File: src/rtl/mem_line_arbiter_if.sv
// Cache-side and external-memory-side signals of the two-to-one line-memory arbiter.
// The arbiter takes the slave view; the caches and external memory together drive the master view.
interface mem_line_arbiter_if #(
  parameter int unsigned ADDR_W = 28,
  parameter int unsigned LINE_W = 128
);
  logic              mem_read_D;
  logic              mem_write_D;
  logic [ADDR_W-1:0] mem_addr_D;
  logic [LINE_W-1:0] mem_wdata_D;
  logic [LINE_W-1:0] mem_rdata_D;
  logic              mem_ready_D;

  logic              mem_read_I;
  logic              mem_write_I;
  logic [ADDR_W-1:0] mem_addr_I;
  logic [LINE_W-1:0] mem_wdata_I;
  logic [LINE_W-1:0] mem_rdata_I;
  logic              mem_ready_I;

  logic              ext_read;
  logic              ext_write;
  logic [ADDR_W-1:0] ext_addr;
  logic [LINE_W-1:0] ext_wdata;
  logic [LINE_W-1:0] ext_rdata;
  logic              ext_ready;

  modport slave (
    input  mem_read_D, mem_write_D, mem_addr_D, mem_wdata_D,
    output mem_rdata_D, mem_ready_D,
    input  mem_read_I, mem_write_I, mem_addr_I, mem_wdata_I,
    output mem_rdata_I, mem_ready_I,
    output ext_read, ext_write, ext_addr, ext_wdata,
    input  ext_rdata, ext_ready
  );

  modport master (
    output mem_read_D, mem_write_D, mem_addr_D, mem_wdata_D,
    input  mem_rdata_D, mem_ready_D,
    output mem_read_I, mem_write_I, mem_addr_I, mem_wdata_I,
    input  mem_rdata_I, mem_ready_I,
    input  ext_read, ext_write, ext_addr, ext_wdata,
    output ext_rdata, ext_ready
  );
endinterface

File: src/rtl/mem_line_arbiter.sv
// Round-robin arbiter merging the D-cache and I-cache line ports onto one external memory port.
// One line transaction at a time; ready and read data go back only to the issuing port.
module mem_line_arbiter #(
  parameter int unsigned ADDR_W = 28,
  parameter int unsigned LINE_W = 128
) (
  input logic               clk,
  input logic               rst_n,
  mem_line_arbiter_if.slave bus
);

  typedef enum logic [2:0] {
    StIdle,
    StBusyD,
    StBusyI,
    StRespD,
    StRespI
  } state_e;

  state_e            state_q;
  logic              last_i_q;
  logic              write_q;
  logic [ADDR_W-1:0] addr_q;
  logic [LINE_W-1:0] wdata_q;
  logic              ext_read_q;
  logic              ext_write_q;
  logic              ready_d_q;
  logic              ready_i_q;
  logic [LINE_W-1:0] rdata_d_q;
  logic [LINE_W-1:0] rdata_i_q;

  logic req_d, req_i, grant_d, grant_i;

  assign req_d = bus.mem_read_D | bus.mem_write_D;
  assign req_i = bus.mem_read_I | bus.mem_write_I;
  // last_i_q set means I was served last, so D wins a tie.
  assign grant_d = req_d & (~req_i | last_i_q);
  assign grant_i = req_i & ~grant_d;

  always_ff @(posedge clk or negedge rst_n) begin
    if (!rst_n) begin
      state_q     <= StIdle;
      last_i_q    <= 1'b1;
      write_q     <= 1'b0;
      addr_q      <= '0;
      wdata_q     <= '0;
      ext_read_q  <= 1'b0;
      ext_write_q <= 1'b0;
      ready_d_q   <= 1'b0;
      ready_i_q   <= 1'b0;
      rdata_d_q   <= '0;
      rdata_i_q   <= '0;
    end else begin
      ready_d_q <= 1'b0;
      ready_i_q <= 1'b0;
      rdata_d_q <= '0;
      rdata_i_q <= '0;
      case (state_q)
        StIdle: begin
          // A write wins over a simultaneous read on the same port.
          if (grant_d) begin
            addr_q      <= bus.mem_addr_D;
            wdata_q     <= bus.mem_wdata_D;
            write_q     <= bus.mem_write_D;
            ext_write_q <= bus.mem_write_D;
            ext_read_q  <= ~bus.mem_write_D;
            last_i_q    <= 1'b0;
            state_q     <= StBusyD;
          end else if (grant_i) begin
            addr_q      <= bus.mem_addr_I;
            wdata_q     <= bus.mem_wdata_I;
            write_q     <= bus.mem_write_I;
            ext_write_q <= bus.mem_write_I;
            ext_read_q  <= ~bus.mem_write_I;
            last_i_q    <= 1'b1;
            state_q     <= StBusyI;
          end
        end
        StBusyD, StBusyI: begin
          if (bus.ext_ready) begin
            ext_read_q  <= 1'b0;
            ext_write_q <= 1'b0;
            if (state_q == StBusyD) begin
              ready_d_q <= 1'b1;
              rdata_d_q <= write_q ? '0 : bus.ext_rdata;
              state_q   <= StRespD;
            end else begin
              ready_i_q <= 1'b1;
              rdata_i_q <= write_q ? '0 : bus.ext_rdata;
              state_q   <= StRespI;
            end
          end
        end
        StRespD, StRespI: state_q <= StIdle;
        default:          state_q <= StIdle;
      endcase
    end
  end

  assign bus.ext_read    = ext_read_q;
  assign bus.ext_write   = ext_write_q;
  assign bus.ext_addr    = addr_q;
  assign bus.ext_wdata   = wdata_q;
  assign bus.mem_ready_D = ready_d_q;
  assign bus.mem_ready_I = ready_i_q;
  assign bus.mem_rdata_D = rdata_d_q;
  assign bus.mem_rdata_I = rdata_i_q;

endmodule

File: src/flat_wrapper.sv
// flat-port wrapper written by rule: the top's interface ports become plain ports
module mem_line_arbiter_flat 
#(
  parameter int unsigned ADDR_W = 28,
  parameter int unsigned LINE_W = 128
)
  (clk, rst_n, bus_mem_read_D, bus_mem_write_D, bus_mem_addr_D, bus_mem_wdata_D, bus_mem_rdata_D, bus_mem_ready_D, bus_mem_read_I, bus_mem_write_I, bus_mem_addr_I, bus_mem_wdata_I, bus_mem_rdata_I, bus_mem_ready_I, bus_ext_read, bus_ext_write, bus_ext_addr, bus_ext_wdata, bus_ext_rdata, bus_ext_ready);
  mem_line_arbiter_if #(.ADDR_W(ADDR_W), .LINE_W(LINE_W)) bus_i ();
  input logic clk;
  input logic rst_n;
  input wire logic [$bits(bus_i.mem_read_D)-1:0] bus_mem_read_D;
  input wire logic [$bits(bus_i.mem_write_D)-1:0] bus_mem_write_D;
  input wire logic [$bits(bus_i.mem_addr_D)-1:0] bus_mem_addr_D;
  input wire logic [$bits(bus_i.mem_wdata_D)-1:0] bus_mem_wdata_D;
  output wire logic [$bits(bus_i.mem_rdata_D)-1:0] bus_mem_rdata_D;
  output wire logic [$bits(bus_i.mem_ready_D)-1:0] bus_mem_ready_D;
  input wire logic [$bits(bus_i.mem_read_I)-1:0] bus_mem_read_I;
  input wire logic [$bits(bus_i.mem_write_I)-1:0] bus_mem_write_I;
  input wire logic [$bits(bus_i.mem_addr_I)-1:0] bus_mem_addr_I;
  input wire logic [$bits(bus_i.mem_wdata_I)-1:0] bus_mem_wdata_I;
  output wire logic [$bits(bus_i.mem_rdata_I)-1:0] bus_mem_rdata_I;
  output wire logic [$bits(bus_i.mem_ready_I)-1:0] bus_mem_ready_I;
  output wire logic [$bits(bus_i.ext_read)-1:0] bus_ext_read;
  output wire logic [$bits(bus_i.ext_write)-1:0] bus_ext_write;
  output wire logic [$bits(bus_i.ext_addr)-1:0] bus_ext_addr;
  output wire logic [$bits(bus_i.ext_wdata)-1:0] bus_ext_wdata;
  input wire logic [$bits(bus_i.ext_rdata)-1:0] bus_ext_rdata;
  input wire logic [$bits(bus_i.ext_ready)-1:0] bus_ext_ready;
  assign bus_i.mem_read_D = bus_mem_read_D;
  assign bus_i.mem_write_D = bus_mem_write_D;
  assign bus_i.mem_addr_D = bus_mem_addr_D;
  assign bus_i.mem_wdata_D = bus_mem_wdata_D;
  assign bus_mem_rdata_D = bus_i.mem_rdata_D;
  assign bus_mem_ready_D = bus_i.mem_ready_D;
  assign bus_i.mem_read_I = bus_mem_read_I;
  assign bus_i.mem_write_I = bus_mem_write_I;
  assign bus_i.mem_addr_I = bus_mem_addr_I;
  assign bus_i.mem_wdata_I = bus_mem_wdata_I;
  assign bus_mem_rdata_I = bus_i.mem_rdata_I;
  assign bus_mem_ready_I = bus_i.mem_ready_I;
  assign bus_ext_read = bus_i.ext_read;
  assign bus_ext_write = bus_i.ext_write;
  assign bus_ext_addr = bus_i.ext_addr;
  assign bus_ext_wdata = bus_i.ext_wdata;
  assign bus_i.ext_rdata = bus_ext_rdata;
  assign bus_i.ext_ready = bus_ext_ready;
  mem_line_arbiter #(.ADDR_W(ADDR_W), .LINE_W(LINE_W)) u_core (.clk(clk), .rst_n(rst_n), .bus(bus_i));
endmodule
File: config.mk
export PLATFORM = sky130hd
export DESIGN_NAME = mem_line_arbiter_flat
export DESIGN_NICKNAME = d
export VERILOG_FILES = /design/src/rtl/mem_line_arbiter_if.sv /design/src/rtl/mem_line_arbiter.sv /design/src/flat_wrapper.sv
export SDC_FILE = /design/constraint.sdc
export NUM_CORES = 1
export LEC_CHECK = 0
export ABC_AREA = 1
export CORE_AREA = 2 2 332 334
export CTS_BUF_LIST = sky130_fd_sc_hd__clkbuf_8
export DETAILED_ROUTE_END_ITERATION = 7
export DIE_AREA = 0 0 334 336
export DONT_BUFFER_PORTS = 1
export GPL_TIMING_DRIVEN = 0
export PLACE_DENSITY = 0.35
export SETUP_SLACK_MARGIN = 0.1
export SKIP_LAST_GASP = 1
export SYNTH_ARGS = -nofsm -noshare
export SYNTH_HDL_FRONTEND = slang
export SYNTH_SLANG_ARGS = --single-unit
File: constraint.sdc
create_clock -name clk -period 2.4 [get_ports clk]
set_input_delay 0.24 -clock clk [delete_from_list [all_inputs] [get_ports clk]]
set_output_delay 0.24 -clock clk [all_outputs]
set_load 0.02 [all_outputs]
==> impl_metrics.toml <==
[clocking]
htree_levels = 3
cts_buffers = 79
clock-root-buffer = "clkbuf_8"
max-clock-path-buffers = 3
cts-hold-fix-buffers = 447
cts_tree = "yes"
clk-insertion-delay-late_ps = 700
clk_pin_slew_ps = 70
clock-sinks = 421

[worst_setup_path]
arrival_ps = 2730
crit_type = "reg2reg"
slowest_stage = "dlygate4sd3_1"
cp_max_fo = 10
crit_path_start_kind = "flip-flop"
endpoint_kind = "flip-flop"
cp_data_required_time_ps = 2940
crit_chain = "inv_1, nand2_1, nand2_4, buf_4, buf_2, nor2_1, o21ai_0, dlygate4sd3_1"
crit_buf_inv = 4
critPathMaxStageDelay_ps = 580
crit_family = "buffers and inverters"

[logic_synthesis]
ys_seq_elements = 421
yosysMostFrequentCell = "nand2_1"
synth_top_area_cell = "dfrtp_1"
syn_avg_cell_area_sq_um = 8.65
yosys_warnings = 0
netlist_top_cells_area = "dfrtp_1 (64%), nand2_1 (14%), nor2_1 (9.5%)"
async_flop_share_pct = 100
syn_nets = 2353
ys.flop_type = "dfrtp_1"
synth_top_area_share_pct = 63.7
syn_area_sq_mm = 0.0165
synthTopCellsByCount = "nand2_1 (619), dfrtp_1 (420), nor2_1 (419)"
synth_cells = 1906
synth.distinct_cells = 18
yosysSeqAreaShare_pct = 63.9
synth_edf_count = 0

[global_routing]
antenna_found_initial = 7
grt_pass1_wl_mm = 108
grt_usage_pct = 13.1
overflow = 0
first_global_vias = 16075
grt_max_degree = 422

[floorplanning]
num_rows = 121
die-height_microns = 336
ios = 863
die_area_sq_mm = 0.112
die_width_microns = 334
start_util_pct = 15.2
core_area_sq_mm = 0.108

[layout]
area_growth_syn_to_layout_pct = 48.8
fin_nets = 2884
drive_above_1_share_pct = 8.91
regArea_sq_mm = 0.0105
fin_cells = 3921
num-fill-cells = 12011
multiInputGateArea_sq_mm = 0.00476

[power]
p_leak_nw = 12.2
p_comb_share_pct = 28.9
p_clk_share_pct = 26.2
p_per_area_mw_per_mm2 = 1200
pwr-share-seq_pct = 44.9
switching_share_pct = 45.1
internal_power_mw = 16.1
switchingPower_mw = 13.2
ir_worst_vdd_mv = 0.907

[sta]
finClkSkew_ps = 41.0
finalSetupViolCount = 0
fin_hold_ws_ps = -770
fin_crit_sh_pct = 91.0
rsz0062_at_grt = "yes"
fin_crit_ps = 2180
worst_slew_pin_slew_ps = 3510
max_freq_mhz = 458
drv_slew = 332
hold_violations = 284
slew-limit-headroom_pct = -134

[place]
numPortBuffers = 0
dp_cells = 3320
gp_congestion = 0.893
dp_hpwl_mm = 57.4

[drt]
drt-vias-per-instance = 3.75
finalWirelength_mm = 76.4
antenna_left = 0
first_iter_violations = 557
drc = 0
via_count = 14705
wl_per_cell_microns = 19.5
drt_pass1_iterations = 5

[run]
maxCapViolCount = 0

[status]
violations = "negative hold slack, max-slew violations"
outcome = "complete, but fails checks"

[worst_hold_path]
hp-class = "in2async"
power by group through the flow:
stage | clock network, mW | logic [mW] | registers [mW]
floorplan | 0 | 5.03 | 12.2
global placement | 0 | 7.68 | 13.4
detailed placement | 0 | 7.71 | 13.3
CTS | 8.05 | 8.61 | 13.2
global route | 8.36 | 9.66 | 13.4
finish | 7.70 | 8.50 | 13.2
cells in the final DEF, fill, tap and decap left out, types with 6 or more instances in the layout:
cell type and instances:
nor2_1 416, clkbuf_1 12, o21ai_0 30, o21ai_1 129
dfrtp_1 420, nand2_1 619, clkinv_2 8, inv_1 198
clkbuf_8 97, buf_4 24, dlygate4sd3_1 447, buf_2 64
clkbuf_2 6
final timing paths:
path,from,to,slack (ps),cells past startpoint
setup reg to reg,u_core.last_i_q,u_core.bus.ext_addr[21],220,8
setup / recovery,u_core.last_i_q,u_core.bus.ext_addr[21],220,8
min in group clk,bus_mem_read_I,u_core.bus.ext_wdata[7],240,7
hold / removal,rst_n,u_core.bus.ext_wdata[22],-770,0
hold reg to reg,u_core.write_q,u_core.write_q,480,2
max in group asynchronous,rst_n,u_core.bus.ext_wdata[11],410,0
worst reg2reg max path: stages, from the launching register on:
cell and delay, ps:
dfstp_2 520, inv_1 50, nand2_1 120, nand2_4 130, buf_4 220, buf_2 200
nor2_1 110, o21ai_0 110, dlygate4sd3_1 580
through the flow:
step	TNS [ps]	utilization [%]	total power [mW]	setup WS, ps	area, sq um
final	0	22.6	29.4	216	24500
after global routing	0	22.6	31.5	88.5	24500
after CTS	0	22.6	29.9	125	24500
after detailed placement	-10710	16.8	21.0	-477	18300
after global placement	-8630	16.8	21.1	-436	18300
after floorplan	0	-	17.2	1030	16500
what timing repair did:
item / CTS / global route
buffers inserted: 0 / 3
hold endpoints to repair: 840 / 421
gates resized for setup: 7 / 9
setup endpoints to repair: 156 / 15
pin swaps: 0 / 2
kinds of logic (layout without fill, tap and decap cells):
| logic type | count (synthesis) | count (layout) | synth area share, % |
|---|---|---|---|
| compound gates | 160 | 160 | 4.86 |
| buf+inv | 280 | 876 | 7.36 |
| simple gates | 1045 | 1045 | 23.9 |
| flops | 421 | 421 | 63.9 |
| other cells | 0 | 5 | 0 |
routing by layer:
layer | global-route usage [%] | share of wire [%]
met1 | 14.0 | 37
met4 | 6.70 | 4.7
met2 | 21.8 | 48
met5 | 0.553 | 0.19
met3 | 5.94 | 10
flip-flops by register name, summed over array words and instances (netlist names):
signal / flops
u_core.bus.ext_addr: 28
u_core.bus.ext_read: 1
u_core.bus.ext_wdata: 128
u_core.bus.ext_write: 1
u_core.bus.mem_rdata_D: 128
u_core.bus.mem_rdata_I: 128
u_core.bus.mem_ready_D: 1
u_core.bus.mem_ready_I: 1
u_core.last_i_q: 1
u_core.state_q: 3
u_core.write_q: 1
final cells by class:
type,instances,share of cell area (%)
Clock inverter,49,1.60
Buffer,110,2.41
Inverter,170,2.60
Antenna cell,5,0.0510
Sequential cell,421,42.9
Multi-Input combinational cell,1205,19.4
Timing Repair Buffer,450,18.4
Tap cell,1414,7.21
Clock buffer,97,5.44
Note: power is estimated with default switching activity, not from simulation.
